$ cat src/rtl/cpu_pkg.sv
// Shared types and constants for the issue stage and its register scoreboard.
package cpu_pkg;

    localparam int XLEN       = 32;
    localparam int CTRL_W_DEF = 32;
    localparam int NREGS      = 32;

    typedef logic [4:0] reg_idx_t;

    // x0 always reads as zero; an in-flight writeback to the same index overrides the register file.
    function automatic logic [XLEN-1:0] sel_operand(
        input reg_idx_t        idx,
        input logic            wb_valid,
        input reg_idx_t        wb_rd,
        input logic [XLEN-1:0] wb_data,
        input logic [XLEN-1:0] rf_data
    );
        logic [XLEN-1:0] res;
        if (idx == '0) begin
            res = '0;
        end else if (wb_valid && (wb_rd == idx)) begin
            res = wb_data;
        end else begin
            res = rf_data;
        end
        return res;
    endfunction

endpackage

$ cat src/rtl/cpu_scoreboard.sv
// Busy-bit scoreboard: one pending-write flag per architectural register, x0 excluded.
module cpu_scoreboard
    import cpu_pkg::*;
(
    input  logic     clk_i,
    input  logic     rstn_i,
    input  logic     set_en_i,
    input  reg_idx_t set_idx_i,
    input  logic     clr_en_i,
    input  reg_idx_t clr_idx_i,
    input  logic     kill_en_i,
    input  reg_idx_t kill_idx_i,
    input  reg_idx_t q_rs1_i,
    input  reg_idx_t q_rs2_i,
    input  reg_idx_t q_rd_i,
    output logic     rs1_busy_o,
    output logic     rs2_busy_o,
    output logic     rd_busy_o
);

    logic [NREGS-1:1] busy_q;
    logic [NREGS-1:1] busy_d;
    logic [NREGS-1:0] busy_vec;

    assign busy_vec   = {busy_q, 1'b0};
    assign rs1_busy_o = busy_vec[q_rs1_i];
    assign rs2_busy_o = busy_vec[q_rs2_i];
    assign rd_busy_o  = busy_vec[q_rd_i];

    // Clears are applied first so a same-cycle set of the same index wins.
    always_comb begin
        busy_d = busy_q;
        for (int i = 1; i < NREGS; i++) begin
            if (clr_en_i && (clr_idx_i == reg_idx_t'(i))) begin
                busy_d[i] = 1'b0;
            end
            if (kill_en_i && (kill_idx_i == reg_idx_t'(i))) begin
                busy_d[i] = 1'b0;
            end
            if (set_en_i && (set_idx_i == reg_idx_t'(i))) begin
                busy_d[i] = 1'b1;
            end
        end
    end

    always_ff @(posedge clk_i or negedge rstn_i) begin
        if (!rstn_i) begin
            busy_q <= '0;
        end else begin
            busy_q <= busy_d;
        end
    end

endmodule

$ cat src/rtl/cpu_issue.sv
// In-order issue stage: hazard check against the scoreboard, operand read with writeback
// bypass, and a single issue register feeding execute.
module cpu_issue
    import cpu_pkg::*;
#(
    parameter int CTRL_W = CTRL_W_DEF
) (
    input  logic              clk_i,
    input  logic              rstn_i,
    input  logic              flush_i,
    input  logic              dec_valid_i,
    output logic              dec_ready_o,
    input  logic [4:0]        dec_rs1_i,
    input  logic [4:0]        dec_rs2_i,
    input  logic [4:0]        dec_rd_i,
    input  logic              dec_use_rs1_i,
    input  logic              dec_use_rs2_i,
    input  logic              dec_we_i,
    input  logic [CTRL_W-1:0] dec_ctrl_i,
    output logic [4:0]        rf_raddr1_o,
    output logic [4:0]        rf_raddr2_o,
    input  logic [XLEN-1:0]   rf_rdata1_i,
    input  logic [XLEN-1:0]   rf_rdata2_i,
    input  logic              wb_valid_i,
    input  logic [4:0]        wb_rd_i,
    input  logic [XLEN-1:0]   wb_data_i,
    output logic              ex_valid_o,
    input  logic              ex_ready_i,
    output logic [XLEN-1:0]   ex_op1_o,
    output logic [XLEN-1:0]   ex_op2_o,
    output logic [4:0]        ex_rd_o,
    output logic              ex_we_o,
    output logic [CTRL_W-1:0] ex_ctrl_o
);

    // Handshake: a transfer happens on an edge where valid && ready are both high.
    // dec_ready_o never looks at dec_valid_i; ex_valid_o, once high, holds with stable
    // payload until ex_ready_i is seen or a flush kills it.

    logic rs1_busy, rs2_busy, rd_busy;
    logic rs1_byp, rs2_byp;
    logic raw_haz, waw_haz;
    logic accept;
    logic wb_clr;
    logic kill;

    assign rf_raddr1_o = dec_rs1_i;
    assign rf_raddr2_o = dec_rs2_i;

    assign rs1_byp = wb_valid_i && (wb_rd_i == dec_rs1_i);
    assign rs2_byp = wb_valid_i && (wb_rd_i == dec_rs2_i);

    // Busy bits of x0 read as zero, so the nonzero-index test is implicit here.
    assign raw_haz = (dec_use_rs1_i && rs1_busy && !rs1_byp)
                  || (dec_use_rs2_i && rs2_busy && !rs2_byp);
    assign waw_haz = dec_we_i && (dec_rd_i != '0) && rd_busy
                  && !(wb_valid_i && (wb_rd_i == dec_rd_i));

    assign dec_ready_o = !flush_i && !raw_haz && !waw_haz && (!ex_valid_o || ex_ready_i);
    assign accept      = dec_valid_i && dec_ready_o;
    assign wb_clr      = wb_valid_i && (wb_rd_i != '0);
    assign kill        = flush_i && ex_valid_o && ex_we_o && (ex_rd_o != '0);

    cpu_scoreboard u_sb (
        .clk_i      (clk_i),
        .rstn_i     (rstn_i),
        .set_en_i   (accept && dec_we_i && (dec_rd_i != '0)),
        .set_idx_i  (dec_rd_i),
        .clr_en_i   (wb_clr),
        .clr_idx_i  (wb_rd_i),
        .kill_en_i  (kill),
        .kill_idx_i (ex_rd_o),
        .q_rs1_i    (dec_rs1_i),
        .q_rs2_i    (dec_rs2_i),
        .q_rd_i     (dec_rd_i),
        .rs1_busy_o (rs1_busy),
        .rs2_busy_o (rs2_busy),
        .rd_busy_o  (rd_busy)
    );

    always_ff @(posedge clk_i or negedge rstn_i) begin
        if (!rstn_i) begin
            ex_valid_o <= 1'b0;
            ex_op1_o   <= '0;
            ex_op2_o   <= '0;
            ex_rd_o    <= '0;
            ex_we_o    <= 1'b0;
            ex_ctrl_o  <= '0;
        end else if (accept) begin
            ex_valid_o <= 1'b1;
            ex_op1_o   <= sel_operand(dec_rs1_i, wb_valid_i, wb_rd_i, wb_data_i, rf_rdata1_i);
            ex_op2_o   <= sel_operand(dec_rs2_i, wb_valid_i, wb_rd_i, wb_data_i, rf_rdata2_i);
            ex_rd_o    <= dec_rd_i;
            ex_we_o    <= dec_we_i;
            ex_ctrl_o  <= dec_ctrl_i;
        end else if (flush_i || ex_ready_i) begin
            ex_valid_o <= 1'b0;
        end
    end

endmodule

$ cat config.mk
export PLATFORM = sky130hd
export DESIGN_NAME = cpu_issue
export DESIGN_NICKNAME = d
export VERILOG_FILES = /design/src/rtl/cpu_pkg.sv /design/src/rtl/cpu_scoreboard.sv /design/src/rtl/cpu_issue.sv
export SDC_FILE = /design/constraint.sdc
export NUM_CORES = 1
export LEC_CHECK = 0
export ABC_AREA = 1
export BUFFER_PORTS_ARGS = -buffer_cell sky130_fd_sc_hd__buf_2
export CAP_MARGIN = 25
export CORE_ASPECT_RATIO = 0.9
export CORE_UTILIZATION = 25
export CTS_CLUSTER_DIAMETER = 200
export DETAILED_ROUTE_END_ITERATION = 8
export PLACE_DENSITY_LB_ADDON = 0.05
export SLEW_MARGIN = 10
export SYNTH_ARGS = -nofsm -noshare
export SYNTH_HDL_FRONTEND = slang
export SYNTH_SLANG_ARGS = --single-unit
$ cat constraint.sdc
create_clock -name clk_i -period 1.78 [get_ports clk_i]
set_input_delay 0.089 -clock clk_i [delete_from_list [all_inputs] [get_ports clk_i]]
set_output_delay 0.089 -clock clk_i [all_outputs]
set_load 0.02 [all_outputs]
==> out/qor.yml <==
grt_first_pass_wirelength_mm: 54.6
worstMarginPinSlew_ns: 0.721
status: "finished, violations left"
ff2ff_path_depth: 17
ys_seq_elements: 134
final_core_util: 0.424
drt-initial-drc-count: 538
syn-num-nets: 1328
yosysSeqAreaShare: 0.411
switchingPower_w: 0.00483
pre_cts_ws_ns: -0.351
critPathKind: "reg2reg"
synth_area_per_cell_um2: 6.96
seqPwrFrac: 0.338
max_slew_margin: 0.519
yosysUniqueCellTypes: 30
dr_wl_met2_mm: 16.2
grt_max_degree: 65
num_vias: 9697
antenna_found_initial: 1
fmax_mhz: 475
die-height_um: 173
critPathCapture: "ex_op1_o[21]"
drive_above_1_share: 0.392
violations: "setup timing"
synthTopCellsByArea: "dfrtp_1, nand2_1, o2111ai_1"
pwr-share-comb: 0.372
synth_area_mm2: 0.00815
switching_share: 0.370
clkPwrFrac: 0.291
finalHoldViolCount: 0
rsz0062_at_grt: "true"
clockBufferDepth: 2
syn_to_final_growth_pct: 66.3
peakVddDrop_v: 0.000665
wire_per_inst_um: 17.8
cap_violations: 0
fin_tns_setup_ns: -32.51
rr_startpoint: "u_sb.busy_q[21]"
wl_met1_mm: 17.1
setup_viol: 135
drt-total-wl_mm: 36.6
dp_hpwl_mm: 25.4
critPathMaxFanout: 8
cts.clk_slew.worst_paths_ns: 0.06
synthArstFlopShare: 1.00
worst_slack_ns: -0.325
drt-pass1-iter-count: 5
period_share: 1.18
cp.arrival_ns: 2.40
synth_edf_count: 0
dpl_cell_area_mm2: 0.0109
synthCells: 1171
min_path_type: "in2reg"
fillers: 3336
yosysTopAreaCell: "dfrtp_1"
ioPinCount: 271
design_area_mm2: 0.0136
finClkSkew_ns: 0.0122
p_leak_nw: 7.10
drv_slew: 0
port_buffers: 270
core_mm2: 0.0320
cts_max_level: 4
rows: 62
clock-sinks: 134
grt_pass1_vias: 9546
place_congestion: 0.888
grt_use_total: 0.214
met3_length_mm: 2.45
cp.required_ns: 2.07
startpoint_type: "register"
cts_tree: "done"
p_per_area_mw_per_mm2: 963
clk_latency_ns: 0.42
cts_root_buf: "clkbuf_16"
die_area_mm2: 0.0333
synthFlopType: "dfrtp_1"
grt_overflow: 0
drc: 0
r2r_slack_ns: -0.33
die_x_um: 192
intPower_w: 0.00822
cts_buffers: 17
synth.top_cell.area_share: 0.411
drt-vias-per-instance: 4.73
cp-startpoint: "u_sb.busy_q[21]"
rr_endpoint: "ex_op1_o[21]"
power.total_w: 0.0130
final_nets: 1778
finalCriticalPeriod_ns: 2.11
start_util: 0.255
ys_warn_count: 0
final_antenna_net_count: 0
endpoint_kind: "register"
routed.top_layer: "met4"
## power by group through the flow
stage          Sequential [W]  Clock, W  Combinational [W]
4_1_cts               0.00423   0.00392            0.00434
3_3_place_gp          0.00428         0            0.00413
6_report              0.00441   0.00379            0.00485
5_1_grt               0.00451   0.00402            0.00529
3_5_place_dp          0.00424         0            0.00413
2_1_floorplan         0.00500         0            0.00141
## layout make-up
class | instances | area, um^2 | share of cell area
diodes | 2 | 5.00 | 0.000369
clock buffers | 22 | 454 | 0.0335
clock inverters | 8 | 150 | 0.0111
inverters | 148 | 568 | 0.0419
multi-input cells | 809 | 4530 | 0.334
flip-flops and latches | 134 | 3350 | 0.247
well taps | 416 | 520 | 0.0384
repair buffers | 511 | 3970 | 0.293
## cell families (layout without fill, tap and decap cells)
| kind of cell | Yosys count | in the layout | share of synthesized area |
|---|---|---|---|
| other cells | 0 | 2 | 0 |
| compound gates | 232 | 232 | 0.190 |
| buf+inv | 228 | 689 | 0.119 |
| flops | 134 | 134 | 0.411 |
| simple gates | 577 | 577 | 0.280 |
## critical path, cell delays in order, from the launching register on
cell and delay (ns):
dfrtp_1 0.40, inv_1 0.11, nand2_1 0.06, nand3_1 0.08, nand2_1 0.08, nand2_1 0.06, nand2_1 0.06, nor2_1 0.11
nand2_1 0.07, nand3_2 0.07, nand2_2 0.07, nor2_4 0.11, buf_6 0.13, nand2_8 0.11, buf_12 0.18, clkbuf_16 0.17
nand2_4 0.05, nand2_1 0.05
## Yosys cell counts (9+ instances only)
| library cell | instances |
|---|---|
| nand3_1 | 58 |
| nand2_1 | 425 |
| inv_1 | 140 |
| o2111ai_1 | 64 |
| dfrtp_1 | 134 |
| o211ai_1 | 10 |
| clkbuf_1 | 34 |
| o21ai_0 | 27 |
| a21oi_1 | 81 |
| a221oi_1 | 9 |
| o21bai_1 | 24 |
| buf_4 | 19 |
| nor2_1 | 78 |
| buf_2 | 25 |
## cells in the final DEF, fill, tap and decap left out, types with 50 or more instances in the layout
master	Yosys	routed
nand2_1	425	294
buf_2	25	268
dfrtp_1	134	134
inv_1	140	132
buf_4	19	120
nand2_2	2	91
a21oi_1	81	80
nor2_1	78	77
dlygate4sd3_1	0	71
o2111ai_1	64	64
nand3_1	58	50
## per-stage QoR
stage | hold slack [ns] | std cells
2_1_floorplan | -0.207 | 1171
3_3_place_gp | 0.0145 | 1918
3_5_place_dp | 0.0146 | 1918
4_1_cts | 0.00109 | 2025
5_1_grt | 0.0275 | 2049
6_report | 0.0255 | 2050
## worst min path at each step
stage                     slack, ns             from  cells after the start       endpoint
after floorplan               -0.21           rstn_i                      0   ex_ctrl_o[0]
after global placement         0.01           rstn_i                      1  ex_ctrl_o[10]
after detailed placement       0.01           rstn_i                      1  ex_ctrl_o[11]
after CTS                     0.001  rf_rdata2_i[30]                      5   ex_op2_o[30]
after global routing           0.03  rf_rdata1_i[25]                      5   ex_op1_o[25]
final                          0.03  rf_rdata2_i[29]                      5   ex_op2_o[29]
## per-layer routing
metal	vias up	GRT usage
met5	-	0
met4	0	0.0666
met3	54	0.0462
met2	341	0.323
met1	4564	0.301
li1	4738	-
## registers in the layout (all words and copies together) (netlist names)
signal	cells
ex_ctrl_o	32
ex_we_o	1
u_sb.busy_q	31
ex_rd_o	5
ex_valid_o	1
ex_op1_o	32
ex_op2_o	32
## timing repair
item                                   in CTS  in global routing
endpoints found under the hold margin     230                  0
cloned                                      2                 16
hold buffers                               71                  0
buffers inserted                            4                  8
pin swaps                                   6                 39
setup endpoints to repair                 135                135
gates resized for setup                    24                215
Power figures use the tool's default switching activity.
